<file path="config.mk">
export PLATFORM = sky130hd
export DESIGN_NAME = frame_seq_ctrl
export DESIGN_NICKNAME = d
export VERILOG_FILES = /design/src/rtl/frame_seq_ctrl.sv
export SDC_FILE = /design/constraint.sdc
export NUM_CORES = 1
export LEC_CHECK = 0
export BUFFER_PORTS_ARGS = -buffer_cell sky130_fd_sc_hd__buf_2
export CAP_MARGIN = 15
export CORE_MARGIN = 4
export CORE_UTILIZATION = 30
export DETAILED_ROUTE_END_ITERATION = 8
export SLEW_MARGIN = 20
export SYNTH_ARGS = -nofsm -noshare
export SYNTH_HDL_FRONTEND = slang
export SYNTH_SLANG_ARGS = --single-unit
</file>
<file path="constraint.sdc">
create_clock -name m00_axis_aclk -period 4.1 [get_ports m00_axis_aclk]
set_input_delay 0.205 -clock m00_axis_aclk [delete_from_list [all_inputs] [get_ports m00_axis_aclk]]
set_output_delay 0.205 -clock m00_axis_aclk [all_outputs]
set_load 0.05 [all_outputs]
</file>
<file path="src/rtl/frame_seq_ctrl.sv">
// Frame sequencer: load one frame of DEPTH beats, run num_iter compute
// iterations, launch a drain, then pulse frame_done.
module frame_seq_ctrl #(
   parameter int unsigned DEPTH         = 2500,
   parameter int unsigned ADDRESS_WIDTH = 12,
   parameter int unsigned ITER_WIDTH    = 16
) (
   input  logic                     m00_axis_aclk,
   input  logic                     m00_axis_aresetn,
   input  logic                     start,
   input  logic                     abort,
   input  logic [ITER_WIDTH-1:0]    num_iter,
   input  logic                     s_tvalid,
   input  logic                     s_tready,
   input  logic                     s_tlast,
   output logic                     load_en,
   output logic                     compute_start,
   input  logic                     compute_done,
   output logic                     drain_start,
   input  logic                     drain_done,
   output logic                     busy,
   output logic                     frame_done,
   output logic [ADDRESS_WIDTH-1:0] pixel_count,
   output logic [ITER_WIDTH-1:0]    iter_count,
   output logic                     err_early_last,
   output logic                     err_missing_last
);

   typedef enum logic [2:0] {IDLE, LOAD, COMPUTE, DRAIN, DONE} state_t;

   localparam logic [ADDRESS_WIDTH-1:0] LAST_IDX = ADDRESS_WIDTH'(DEPTH - 1);

   state_t                   state_q, state_d;
   logic [ADDRESS_WIDTH-1:0] pixel_count_q, pixel_count_d;
   logic [ITER_WIDTH-1:0]    iter_count_q, iter_count_d;
   logic [ITER_WIDTH-1:0]    num_iter_q, num_iter_d;
   logic                     err_early_q, err_early_d;
   logic                     err_missing_q, err_missing_d;
   logic                     compute_start_q, compute_start_d;
   logic                     drain_start_q, drain_start_d;
   logic                     beat;
   logic [ITER_WIDTH-1:0]    iter_next;

   always_comb begin
      state_d         = state_q;
      pixel_count_d   = pixel_count_q;
      iter_count_d    = iter_count_q;
      num_iter_d      = num_iter_q;
      err_early_d     = err_early_q;
      err_missing_d   = err_missing_q;
      compute_start_d = 1'b0;
      drain_start_d   = 1'b0;
      beat            = s_tvalid & s_tready;
      iter_next       = iter_count_q + ITER_WIDTH'(1);

      // abort overrides everything: no pulses scheduled, counters and flags hold
      if (abort) begin
         state_d = IDLE;
      end else begin
         unique case (state_q)
            IDLE: begin
               if (start && (num_iter != '0)) begin
                  num_iter_d    = num_iter;
                  pixel_count_d = '0;
                  iter_count_d  = '0;
                  err_early_d   = 1'b0;
                  err_missing_d = 1'b0;
                  state_d       = LOAD;
               end
            end
            LOAD: begin
               if (beat) begin
                  pixel_count_d = pixel_count_q + ADDRESS_WIDTH'(1);
                  if (pixel_count_q == LAST_IDX) begin
                     state_d         = COMPUTE;
                     compute_start_d = 1'b1;
                     if (!s_tlast) err_missing_d = 1'b1;
                  end else if (s_tlast) begin
                     err_early_d = 1'b1;
                     state_d     = IDLE;
                  end
               end
            end
            COMPUTE: begin
               // a done coinciding with the start pulse belongs to no iteration
               if (compute_done && !compute_start_q) begin
                  iter_count_d = iter_next;
                  if (iter_next == num_iter_q) begin
                     state_d       = DRAIN;
                     drain_start_d = 1'b1;
                  end else begin
                     compute_start_d = 1'b1;
                  end
               end
            end
            DRAIN: begin
               if (drain_done && !drain_start_q) state_d = DONE;
            end
            DONE:    state_d = IDLE;
            default: state_d = IDLE;
         endcase
      end
   end

   always_ff @(posedge m00_axis_aclk) begin
      if (!m00_axis_aresetn) begin
         state_q         <= IDLE;
         pixel_count_q   <= '0;
         iter_count_q    <= '0;
         num_iter_q      <= '0;
         err_early_q     <= 1'b0;
         err_missing_q   <= 1'b0;
         compute_start_q <= 1'b0;
         drain_start_q   <= 1'b0;
      end else begin
         state_q         <= state_d;
         pixel_count_q   <= pixel_count_d;
         iter_count_q    <= iter_count_d;
         num_iter_q      <= num_iter_d;
         err_early_q     <= err_early_d;
         err_missing_q   <= err_missing_d;
         compute_start_q <= compute_start_d;
         drain_start_q   <= drain_start_d;
      end
   end

   assign load_en          = (state_q == LOAD);
   assign busy             = (state_q != IDLE);
   assign frame_done       = (state_q == DONE);
   assign compute_start    = compute_start_q;
   assign drain_start      = drain_start_q;
   assign pixel_count      = pixel_count_q;
   assign iter_count       = iter_count_q;
   assign err_early_last   = err_early_q;
   assign err_missing_last = err_missing_q;

endmodule

</file>
==> After elaboration in Yosys (flattened, before gate mapping) <==
Index checks and enable logic that the tools add are counted.
{ "totals": {"word_cells": 78, "ff_bits": 51, "input_bits": 25} }
{ "classes": {"bitwise": 5, "reduce_logical": 18, "addsub": 2, "mux": 29, "n_eq_ne": 16} }
{ "ops": {"columns": ["operator", "count"], "rows": [
  ["2-to-1 mux 16 bit", 2],
  ["one-hot mux 16 bit (2 select lines)", 1],
  ["2-to-1 mux 12 bit", 2],
  ["one-hot mux 12 bit (2 select lines)", 1],
  ["2-to-1 mux 3 bit", 7],
  ["AND reduction 6 bit", 3],
  ["adder 16 x 1 -> 16 bit, second input constant", 1],
  ["== test 16 bit", 1],
  ["nonzero test 16 bit", 1],
  ["inequality test 2 bit, second input constant", 7],
  ["adder 12 x 1 -> 12 bit, second input constant", 1],
  ["== test 12 bit, second input constant", 1],
  ["2-to-1 mux 1 bit", 12],
  ["one-hot mux 3 bit (4 select lines)", 1],
  ["AND reduction 4 bit", 2],
  ["== test 3 x 2 -> 1 bit, second input constant", 2],
  ["one-hot mux 1 bit (2 select lines)", 3],
  ["inequality test 2 x 1 -> 1 bit, second input constant", 2],
  ["NOT 1 bit", 4],
  ["nonzero test 2 bit", 2],
  ["OR reduction 4 bit", 1],
  ["== test 3 x 1 -> 1 bit, second input constant", 1],
  ["== test 3 bit, second input constant", 1],
  ["logical AND 1 bit", 3],
  ["other kinds (7)", 8]
]} }

==> Depth between registers and ports, before layout <==
{ "depth": {"word_depth": 5, "mapped_depth": 8} }

==> Least setup slack after synthesis <==
No wires, ideal clock.
{ "synth_path": {"kind": "reg-to-reg", "startpoint": "register iter_count_q[0] (netlist: iter_count[0])", "endpoint": "register drain_start_q (netlist: drain_start)", "slack_ns": 1.588, "synth_period_minus_slack_ns": 2.512, "n_path_buf": 0, "t_arrival_ns": 2.451, "setup_time_ns": 0.061, "stages_incl_launch_ff": 8, "cell_sequence": "dfxtp_1 -> ha_1 -> nand3_1 -> or4_1 -> mux2i_1 -> a211oi_1 -> nand2_1 -> and4b_1"} }
{ "synth_via": {"elab_chain_len": 3} }
{ "synth_lines": {"columns": ["element", "line", "rtl"], "rows": [
  ["start, declared", "35", "logic [ITER_WIDTH-1:0] iter_count_q, iter_count_d;"],
  ["start signal, assigned", "118", "iter_count_q <= iter_count_d;"],
  ["adder 16 x 1 -> 16 bit", "54", "iter_next = iter_count_q + ITER_WIDTH'(1);"],
  ["== test 16 bit", "88", "if (iter_next == num_iter_q) begin"],
  ["2-to-1 mux 1 bit", "88", null],
  ["end signal, assigned", "123", "drain_start_q <= drain_start_d;"],
  ["end, declared", "40", "logic drain_start_q, drain_start_d;"]
]} }
No other way between the ends.
A chain may end at the register's enable or synchronous reset.

==> Final worst setup path <==
{ "layout_path": {"startpoint": "register iter_count_q[2] (netlist: iter_count[2])", "endpoint": "register compute_start_q (netlist: compute_start)"} }
{ "layout_via": {"elab_chain_len": 5} }
{ "layout_lines": {"columns": ["element", "line", "rtl"], "rows": [
  ["adder 16 x 1 -> 16 bit", "54", null],
  ["== test 16 bit", "88", null],
  ["2-to-1 mux 1 bit", "88", null],
  ["2-to-1 mux 1 bit", "86", "if (compute_done && !compute_start_q) begin"],
  ["one-hot mux 1 bit (2 select lines)", "60", "unique case (state_q)"],
  ["end signal, assigned", "122", "compute_start_q <= compute_start_d;"],
  ["end, declared", "39", "logic compute_start_q, compute_start_d;"]
]} }
No other way between the ends.

==> metrics.md <==
| Metric | Value |
|---|---|
| Worst setup EP type | `flip-flop` |
| Setup bufs post-CTS | `0` |
| Post-Syn Area per Cell | `8.06 um2` |
| DRT Pass-1 Iters | `5` |
| CTS root buffer | `clkbuf_8` |
| Top FF cell, synth | `dfxtp_1` |
| Final Skew | `0.0126 ns` |
| Final hold vios | `0` |
| Die extent in x | `around 110 um` |
| Port Buffers | `59` |
| Type of the worst setup path | `reg -> reg` |
| Antenna Cells | `0` |
| Netlist Area Pre-Place | `2930 um2` |
| Final net count | `439` |
| Status | `complete, no violations` |
| Placed cells | `534` |
| Pins Over Slew Limit | `0` |
| Peak supply drop | `131 uV` |
| Most common cell after layout, fill and taps aside | `buf_2` |
| Post-DR vias/cell | `5.18` |
| Post-Syn Instances | `approximately 360` |
| Syn Nets | `about 390` |
| Synth Area in XOR/XNOR | `6.87%` |
| Post-route antenna net violation count | `0` |
| Setup TNS | `0 ns` |
| Initial DRC count | `244` |
| Slew headroom | `51.6%` |
| Top-area cell type share of the netlist area | `34.8%` |
| Post-Synth Simple-Gate Area | `28.8%` |
| Clock slew at reported path FFs | `0.10 ns` |
| WP data required | `4.36 ns` |
| Pwr Density | `between 200 and 300 nW/um2` |
| Post-synthesis mux area share | `6.87%` |
| Via count | `2808` |
| Tmin final | `2.47 ns` |
| Die area | `11400 um2` |
| Fraction of layout cells with a size suffix above 1 | `19.1%` |
| Final setup fails | `0` |
| Dpl hpwl | `~6000 um` |
| WP data arrival | `2.72 ns` |
| Final wirelength | `~8000 um` |
| GP Congestion | `around 0.82` |
| WL/cell | `15.1 um` |
| Max clock buf depth | `2` |
| Measured slew at the worst slew-check pin | `~0.72 ns` |
| Area delta synth->final | `15.5%` |
| Starting Density | `31.3%` |
| Clock sink count | `51` |
| HP Class | `in -> reg` |
| Vias in the first global route | `2530` |
| Seq/Total Area, Yosys | `a little over a third` |
| Post-synthesis compound-gate area fraction | `16.9%` |
| First-pass GRT wire length | `about 13000 um` |
| EDFF count, synth | `0` |
| # rows | `35` |
| CTS tree | `yes` |
| Htree depth | `2` |
| Commonest non-fill, non-tap cells in the layout | `buf_2 (59), dfxtp_1 (51), nor2_1 (46), nand2_1 (29), mux2i_1 (19)` |
| Post-Synth Adder-Cell Area | `0.853%` |
| CP Launch Type | `flip-flop` |
| Final cell count without fillers | `542` |
| Core footprint | `roughly 9400 um2` |
| Max Cap Viol | `0` |
| Max Clk Rate | `406 MHz` |
| Post-synth ARST share | `0%` |
| Worst-skew pair later-pin latency | `0.31 ns` |
| RSZ-0062 raised after global routing | `false` |
| FF+latch count, synth | `51` |
| Total GRT Usage | `roughly 14%` |
| Largest net degree at the start of global routing | `28` |
| Number of buffers created by CTS | `5` |
| Final period utilization | `~60%` |
| Largest area contributor in the netlist | `dfxtp_1` |
| Synth unique cells | `54` |
| Drt drc | `0` |
| Largest family of logic cells by synthesized area | `simple AND/OR/NAND/NOR gates` |
| GRT overflow | `0` |
| Largest cells by area after synthesis | `dfxtp_1 (35%), mux2i_1 (6.5%), nor2_1 (5.9%)` |
| Yosys Warn Count | `0` |
| Worst setup path start | `iter_count[2]` |
| # hold bufs at CTS | `0` |
| Leakage power | `1.43 nW` |
| Worst R2R Setup Slack | `1.63 ns` |
| Die H | `107 um` |
| Worst Path Max Fanout | `13` |
| Number of gates resized after cts | `0` |
| Start point of the worst min-delay path | `num_iter[4]` |
| Initial antenna violation count | `0` |
| FF-to-FF Start | `iter_count[2]` |
| Io pins | `60` |
-- Yosys cell counts (all sizes together) (2+ instances only) --
| master | n |
|---|---|
| nor3b | 2 |
| and3 | 9 |
| nand3 | 16 |
| and2 | 3 |
| nor2b | 5 |
| o21ai | 20 |
| or4 | 6 |
| o211ai | 3 |
| xor2 | 18 |
| a21oi | 18 |
| a211oi | 5 |
| o211a | 2 |
| or3 | 6 |
| or2 | 2 |
| clkbuf | 13 |
| ha | 2 |
| nor4 | 3 |
| xnor2 | 5 |
| mux2i | 19 |
| nor3 | 11 |
| nor2 | 46 |
| inv | 5 |
| nand4 | 11 |
| a31oi | 8 |
| dfxtp | 51 |
| o221a | 3 |
| nand2b | 9 |
| a311oi | 3 |
| o41ai | 2 |
| nand2 | 30 |
| and4 | 2 |
| buf | 9 |
-- final timing paths --
check,depth (start not counted),to
worst max-delay path,6,compute_start
worst min-delay path,3,num_iter_q[4]
worst max register to register,6,compute_start
worst min register to register,2,err_missing_last
-- registers in the layout, indices dropped and copies added, names as in the netlist --
register	flops
state_q	3
compute_start	1
err_early_last	1
pixel_count	12
num_iter_q	16
drain_start	1
iter_count	16
err_missing_last	1
-- worst max-delay path, stage by stage (launching register included) --
cell and delay (ns):
dfxtp_1 0.49, nand3_1 0.44, nor4_1 0.66, mux2_2 0.44, o21a_1 0.12, and4_1 0.20
nor2_1 0.07
-- routing by layer --
metal	part of all wire [%]	up-vias	wire, um	global-route usage, %
li1	-	1419	-	-
met1	48	1301	3930	20.3
met2	45	82	3700	22.1
met3	5.5	6	447	2.17
met4	1.1	0	89	4.29
met5	0	-	0	0
-- kinds of logic after synthesis --
logic type,count (synthesis)
muxes,20
and+or+nand+nor,166
buffers and inverters,28
DFF,51
xor gates and xnor gates,23
adders and majority gates,2
AOI/OAI and AO/OA,74
-- area by class of cell --
cell class	count	area, um2
clock buffers	6	72.6
clock inverters	2	16.3
fillers	1014	5980
inverters	6	22.5
multi-input cells	285	1770
flip-flops and latches	51	1020
well taps	129	161
repair buffers	63	325
-- power by group --
group          leakage [nW]  switching (mW)  internal (mW)  total [mW]
Clock                0.0418           0.174          0.123       0.297
Sequential            0.413          0.0106          0.505       0.515
Combinational         0.976          0.0631         0.0403       0.103
-- metrics by stage --
stage / utilization [%] / instance area (um2) / hold slack [ns] / setup slack, ns / power, mW
detailed placement: 35.2 / 3300 / 0.457 / 1.51 / 0.630
finish: 36.1 / 3390 / 0.133 / 1.63 / 0.916
floorplan: - / 2930 / 0.349 / 1.59 / 0.598
CTS: 36.1 / 3390 / 0.126 / 1.63 / 0.933
global route: 36.1 / 3390 / 0.120 / 1.40 / 0.967
global placement: 35.2 / 3300 / 0.444 / 1.55 / 0.629
Note: power is estimated with default switching activity, not from simulation.
